### config.mk
export PLATFORM = sky130hd
export DESIGN_NAME = cpu_sequencer
export DESIGN_NICKNAME = d
export VERILOG_FILES = /design/src/rtl/cpu_sequencer.sv
export SDC_FILE = /design/constraint.sdc
export NUM_CORES = 1
export LEC_CHECK = 0
export ABC_AREA = 0
export BUFFER_PORTS_ARGS = -buffer_cell sky130_fd_sc_hd__buf_2
export CAP_MARGIN = 20
export CELL_PAD_IN_SITES_DETAIL_PLACEMENT = 2
export CELL_PAD_IN_SITES_GLOBAL_PLACEMENT = 2
export CORE_ASPECT_RATIO = 1.4
export CORE_MARGIN = 2
export CORE_UTILIZATION = 27
export CTS_CLUSTER_SIZE = 8
export DETAILED_ROUTE_END_ITERATION = 8
export MAX_ROUTING_LAYER = met4
export PLACE_DENSITY_LB_ADDON = 0.1
export SETUP_SLACK_MARGIN = 0.5
export SLEW_MARGIN = 5
export SYNTH_ARGS = -nofsm -noshare
export SYNTH_HDL_FRONTEND = slang
export SYNTH_SLANG_ARGS = --single-unit
### constraint.sdc
create_clock -name clock -period 1.6 [get_ports clock]
set_clock_uncertainty 0.15 [all_clocks]
set_input_delay 0.32 -clock clock [delete_from_list [all_inputs] [get_ports clock]]
set_output_delay 0.32 -clock clock [all_outputs]
set_load 0.01 [all_outputs]
### src/rtl/cpu_sequencer.sv
// rtl/cpu_sequencer.sv - multi-cycle RV32I control sequencer owning the shared RAM port
module cpu_sequencer #(
  parameter int TIMEOUT = 255
) (
  input  logic       clock,
  input  logic       nReset,
  input  logic [6:0] opcode,
  input  logic       regw_dec,
  input  logic       incr_dec,
  input  logic       ramR_dec,
  input  logic       ramW_dec,
  input  logic       memAck,
  output logic       memReq,
  output logic       memSel,
  output logic       memWe,
  output logic       irLoad,
  output logic       mdrLoad,
  output logic       regWen,
  output logic       pcEn,
  output logic       retired,
  output logic [2:0] state,
  output logic       illegal,
  output logic       timeout
);

  localparam int CW = $clog2(TIMEOUT + 1);

  typedef enum logic [2:0] {
    S_FETCH     = 3'd0,
    S_DECODE    = 3'd1,
    S_EXECUTE   = 3'd2,
    S_MEM       = 3'd3,
    S_WRITEBACK = 3'd4,
    S_HALT      = 3'd5
  } state_t;

  state_t        cur, nxt;
  logic [CW-1:0] wait_cnt, wait_nxt;
  logic          illegal_q, timeout_q;
  logic          set_illegal, set_timeout;
  logic          legal_op, waiting, expired, store;

  always_comb begin
    case (opcode)
      7'b0110011, 7'b0010011, 7'b0000011,
      7'b0100011, 7'b0110111, 7'b0010111: legal_op = 1'b1;
      default:                            legal_op = 1'b0;
    endcase
  end

  assign waiting = (cur == S_FETCH) || (cur == S_MEM);
  assign expired = waiting && !memAck && (wait_cnt == CW'(TIMEOUT));
  // A simultaneous read+write request is resolved as a store.
  assign store   = ramW_dec;

  always_ff @(posedge clock or negedge nReset) begin
    if (!nReset) begin
      cur       <= S_FETCH;
      wait_cnt  <= '0;
      illegal_q <= 1'b0;
      timeout_q <= 1'b0;
    end else begin
      cur       <= nxt;
      wait_cnt  <= wait_nxt;
      illegal_q <= illegal_q | set_illegal;
      timeout_q <= timeout_q | set_timeout;
    end
  end

  always_comb begin
    nxt         = cur;
    set_illegal = 1'b0;
    set_timeout = 1'b0;
    case (cur)
      S_FETCH: begin
        if (memAck) begin
          nxt = S_DECODE;
        end else if (expired) begin
          nxt         = S_HALT;
          set_timeout = 1'b1;
        end
      end
      S_DECODE: begin
        if (legal_op) begin
          nxt = S_EXECUTE;
        end else begin
          nxt         = S_HALT;
          set_illegal = 1'b1;
        end
      end
      S_EXECUTE:   nxt = (ramR_dec || ramW_dec) ? S_MEM : S_WRITEBACK;
      S_MEM: begin
        if (memAck) begin
          nxt = S_WRITEBACK;
        end else if (expired) begin
          nxt         = S_HALT;
          set_timeout = 1'b1;
        end
      end
      S_WRITEBACK: nxt = S_FETCH;
      S_HALT:      nxt = S_HALT;
      default:     nxt = S_HALT;
    endcase
  end

  // Every entry into FETCH or MEM comes from a different state, so a state change clears the count.
  always_comb begin
    wait_nxt = wait_cnt;
    if (nxt != cur) begin
      wait_nxt = '0;
    end else if (waiting && !memAck) begin
      wait_nxt = wait_cnt + 1'b1;
    end
  end

  // Outputs are gated by nReset so an asserted reset drops them without waiting for a clock edge.
  always_comb begin
    memReq  = 1'b0;
    memSel  = 1'b0;
    memWe   = 1'b0;
    irLoad  = 1'b0;
    mdrLoad = 1'b0;
    regWen  = 1'b0;
    pcEn    = 1'b0;
    retired = 1'b0;
    if (nReset) begin
      case (cur)
        S_FETCH: begin
          memReq = 1'b1;
          irLoad = memAck;
        end
        S_MEM: begin
          memReq  = 1'b1;
          memSel  = 1'b1;
          memWe   = store;
          mdrLoad = memAck && ramR_dec && !store;
        end
        S_WRITEBACK: begin
          regWen  = regw_dec;
          pcEn    = incr_dec;
          retired = 1'b1;
        end
        default: ;
      endcase
    end
  end

  assign state   = cur;
  assign illegal = illegal_q;
  assign timeout = timeout_q;

endmodule

# == Word level (Yosys, flattened, before mapping) ==
# Cells that the tools add are included.
# word_totals
latchBits,0
ramBits,0
n_memories,0
ff_bits,13
rom_bits,0
out_inout_bits,13
input_bits,14
wordCells,61
# classes
n_addsub,1
n_bitwise,2
shifts,0
n_eq_ne,12
muxes,30
reduce_logical,12
order_cmp,0
multipliers,0
div,0
# op_table
cell,count
1-bit two-way mux,22
"7-bit by 6-bit == test with 1-bit output, second input constant",3
8-bit two-way mux,2
3-bit two-way mux,5
3-bit case mux with 5 select lines,1
"7-bit by 5-bit == test with 1-bit output, second input constant",2
"8-bit by 1-bit adder with 8-bit output, second input constant",1
"8-bit == test, second input constant",1
"7-bit by 2-bit == test with 1-bit output, second input constant",1
"3-bit by 2-bit == test with 1-bit output, second input constant",2
6-bit OR reduction,1
1-bit logical AND,4
"3-bit by 1-bit == test with 1-bit output, second input constant",1
"3-bit == test, second input constant",1
3-bit zero test,1
3-bit != test,1
1-bit zero test,2
1-bit logical OR,2
1-bit bitwise OR,2
2-bit nonzero test,1
2-bit OR reduction,1

# == Logic depth before layout (Yosys ltp) ==
# logic_depth
ltp_word,9
mapped_depth,6
depth_no_buf,5

# == Least setup slack after synthesis ==
# OpenSTA, ideal clock, no wires.
# synth_path
path_kind,register to output
start,register cur[1] (netlist: state[1])
end,output pcEn
n_path_buf,1
t_required_ns,1.130
stages_incl_launch_ff,5
setup_slack_ns,-0.075
arrival_ns,1.205
cell_sequence,dfrtp_1 > buf_4 > nor2_1 > and3_1 > and2_1
# synth_between
elab_chain_cells,3
# synth_lines
element,line_no,source
start: declaration,37,"state_t cur, nxt;"
start signal: assignment,63,cur <= nxt;
3-bit == test,127,case (cur)
1-bit two-way mux,127,
1-bit two-way mux,126,if (nReset) begin
end: declaration,19,"output logic pcEn,"
# Every way passes these cells.

# == Final worst setup path ==
# layout_path
start,register cur[0] (netlist: state[0])
end,output regWen
# layout_between
elab_chain_cells,3
# layout_lines
element,line_no,source
3-bit == test,127,
1-bit two-way mux,127,
1-bit two-way mux,126,
end: declaration,18,"output logic regWen,"
# Every way passes these cells.

==> metrics.txt <==
nets=187; CTS buffer count=3; core area=0.00335 sq mm; sequential fraction of the synthesis area=0.349; RSZ-0062 raised after global routing=yes; share of the synthesized area in the top cell type=0.349; 1st-iter DRT viols=7; Detail Route Antenna Nets=0; commonest non-fill, non-tap cell in the layout=buf_4; minimum clock period=1.90 ns; port buffer count=25; failing checks=negative setup slack; number of synthesized flops with an enable pin=0; CP Capture Type=primary output; status=finished, violations left; hpwl dp=2.56 mm; Initial Util=0.278; Area Growth Syn to Fin=109%; initial antenna violation count=0; transition time at the pin with the least slew margin=0.356 ns; Largest stage delay, worst path=0.43 ns; most used cell along the critical path=buf_6; maximum vdd ir drop=0.000670 V; Chip Width=53.6 um; synth top area cells=dfrtp_1, xnor2_1, nor2_1; worst setup path class=reg2out; deepest clock path buffer count=2; commonest cells after routing, fill and taps aside=buf_4, buf_6, buf_2; critical path fanouts, max=3; share of layout cells above drive strength 1=0.731; fmax=0.527 GHz; Die H=73.5 um; PnR worst setup slack=-0.299 ns; CP delay by family, top=simple AND/OR/NAND/NOR gates; GRT Resource Usage Total=0.245; # H-tree levels=1; Yosys top cell by area=dfrtp_1; I/O pin count=27; CP Cell Sequence=buf_6, nor2_4, and3_4, and2_4, buf_6; Fin Setup TNS=-4.05 ns; leak pwr=0.833 nW; Syn Inst Count=97; post-route core utilization=0.581; Post-synth ARST share=1.00; GRT overflow=0; Unique masters post-synth=37; # fillers=320; slew margin rel.=0.760; cell area after placement=0.00141 sq mm; Setup crit start kind=flip-flop; Yosys warning count=0; Period Utilization, post-route=1.19; Final Hold Violating Endpoints=0; CP Buf/Inv Count=2; # DRC=0; global-route wire length before repair=6.44 mm; Synth Flop Type=dfrtp_1; die area=0.00394 sq mm; # rows=25; Max Slew Vio Count=0; TritonCTS Sinks=13; Routed WL=4.68 mm; Mapped Area=931 sq um; GPL Wtd Cong=0.793; DR pass1 iterations=3; syn_area_per_cell=9.60 sq um; final setup vio count=22; Net Count, Synth=112; slowest stage cell, crit path=dfrtp_1; Clock Latency Late Sink=0.25 ns; Vias/cell=5.00; vias in the first global route=1,246; CTS clock-pin slew for the worst setup and hold paths=0.06 ns; P per Cell Area=1060 mW/mm^2; Root Driver=clkbuf_8; CTS tree=done; final instance area=0.00194 sq mm; Avg WL per Cell=22.2 um; Ant. Diodes=0; critical path data arrival time=1.43 ns; CP required=1.13 ns; Max Cap Viol=0; largest net degree at the start of global routing=10; number of synthesized register bits=13; Vias=1,055; hold crit path type=reg2reg
-- worst register-to-register path, cell delays in order (launching register included) --
cell	delay (ns)
dfrtp_1	0.43
buf_4	0.17
buf_6	0.13
xor2_4	0.18
buf_8	0.16
nor3_2	0.24
xnor2_1	0.21
nor2_4	0.06
-- state kept, by name (all words and copies together) (netlist names) --
register,flops
state,3
illegal,1
timeout,1
wait_cnt,8
-- path summary, 6_finish.rpt --
check	startpoint	endpoint	slack, ns	depth (start not counted)
setup / recovery	state[0]$_DFF_PN0_	regWen	-0.30	5
hold / removal	illegal$_DFF_PN0_	illegal$_DFF_PN0_	0.34	1
setup reg to reg	state[0]$_DFF_PN0_	wait_cnt[3]$_DFFE_PN0P_	-0.25	7
hold reg to reg	illegal$_DFF_PN0_	illegal$_DFF_PN0_	0.34	1
max in group asynchronous	nReset	state[2]$_DFF_PN0_	0.54	3
min in group asynchronous	nReset	wait_cnt[1]$_DFFE_PN0P_	0.52	3
-- power breakdown --
group	total, mW	internal [mW]	switching (mW)
Combinational	1.36	0.673	0.687
Clock	0.303	0.173	0.130
Sequential	0.395	0.357	0.0384
-- per-stage QoR --
| step | hold WS (ns) | total power [mW] | cells | setup WS [ns] |
|---|---|---|---|---|
| global route | 0.343 | 2.16 | 211 | -0.355 |
| global placement | 0.230 | 1.22 | 189 | -0.0400 |
| finish | 0.342 | 2.06 | 211 | -0.299 |
| floorplan | -0.126 | 0.846 | 97 | 0.00374 |
| detailed placement | 0.256 | 1.24 | 189 | -0.0567 |
| CTS | 0.308 | 1.86 | 207 | -0.241 |
-- per-layer routing --
| layer | wire length, um | global-route usage |
|---|---|---|
| met5 | 0 | - |
| met4 | 152 | 0.0997 |
| met3 | 140 | 0.0203 |
| met2 | 2740 | 0.473 |
| met1 | 1650 | 0.238 |
-- synthesized netlist by cell type, drive strengths merged, types with 2 or more instances --
cell type	instances
o32ai	2
and2	3
dfrtp	13
nand3	3
nor4	4
nand2	9
nand4	3
nor2	17
a21oi	3
xnor2	7
nand2b	4
buf	4
inv	3
nor3	5
-- timing repair --
action | CTS | global route
setup endpoints to repair | 26 | 26
hold buffers | 2 | 0
buffers inserted | 12 | 4
hold endpoints to repair | 7 | 0
pin swaps | 11 | 17
resized for setup | 38 | 36
-- logic make-up after synthesis --
kind of cell             Yosys count  share of synthesized area
AO/OA/AOI/OAI                     15                      0.165
buffers and inverters              7                     0.0524
adder cells (fa/ha/maj)            1                     0.0134
flip-flops                        13                      0.349
AND/OR/NAND/NOR                   53                      0.324
XOR/XNOR                           8                     0.0954
-- area by class of cell --
cell class	count	area [sq um]	area share
Tap cell	40	50.0	0.0258
Multi-Input combinational cell	77	852	0.439
Clock inverter	1	5.00	0.00258
Clock buffer	3	41.3	0.0212
Inverter	3	13.8	0.00708
Timing Repair Buffer	74	654	0.337
Sequential cell	13	327	0.168
Power figures use the tool's default switching activity.
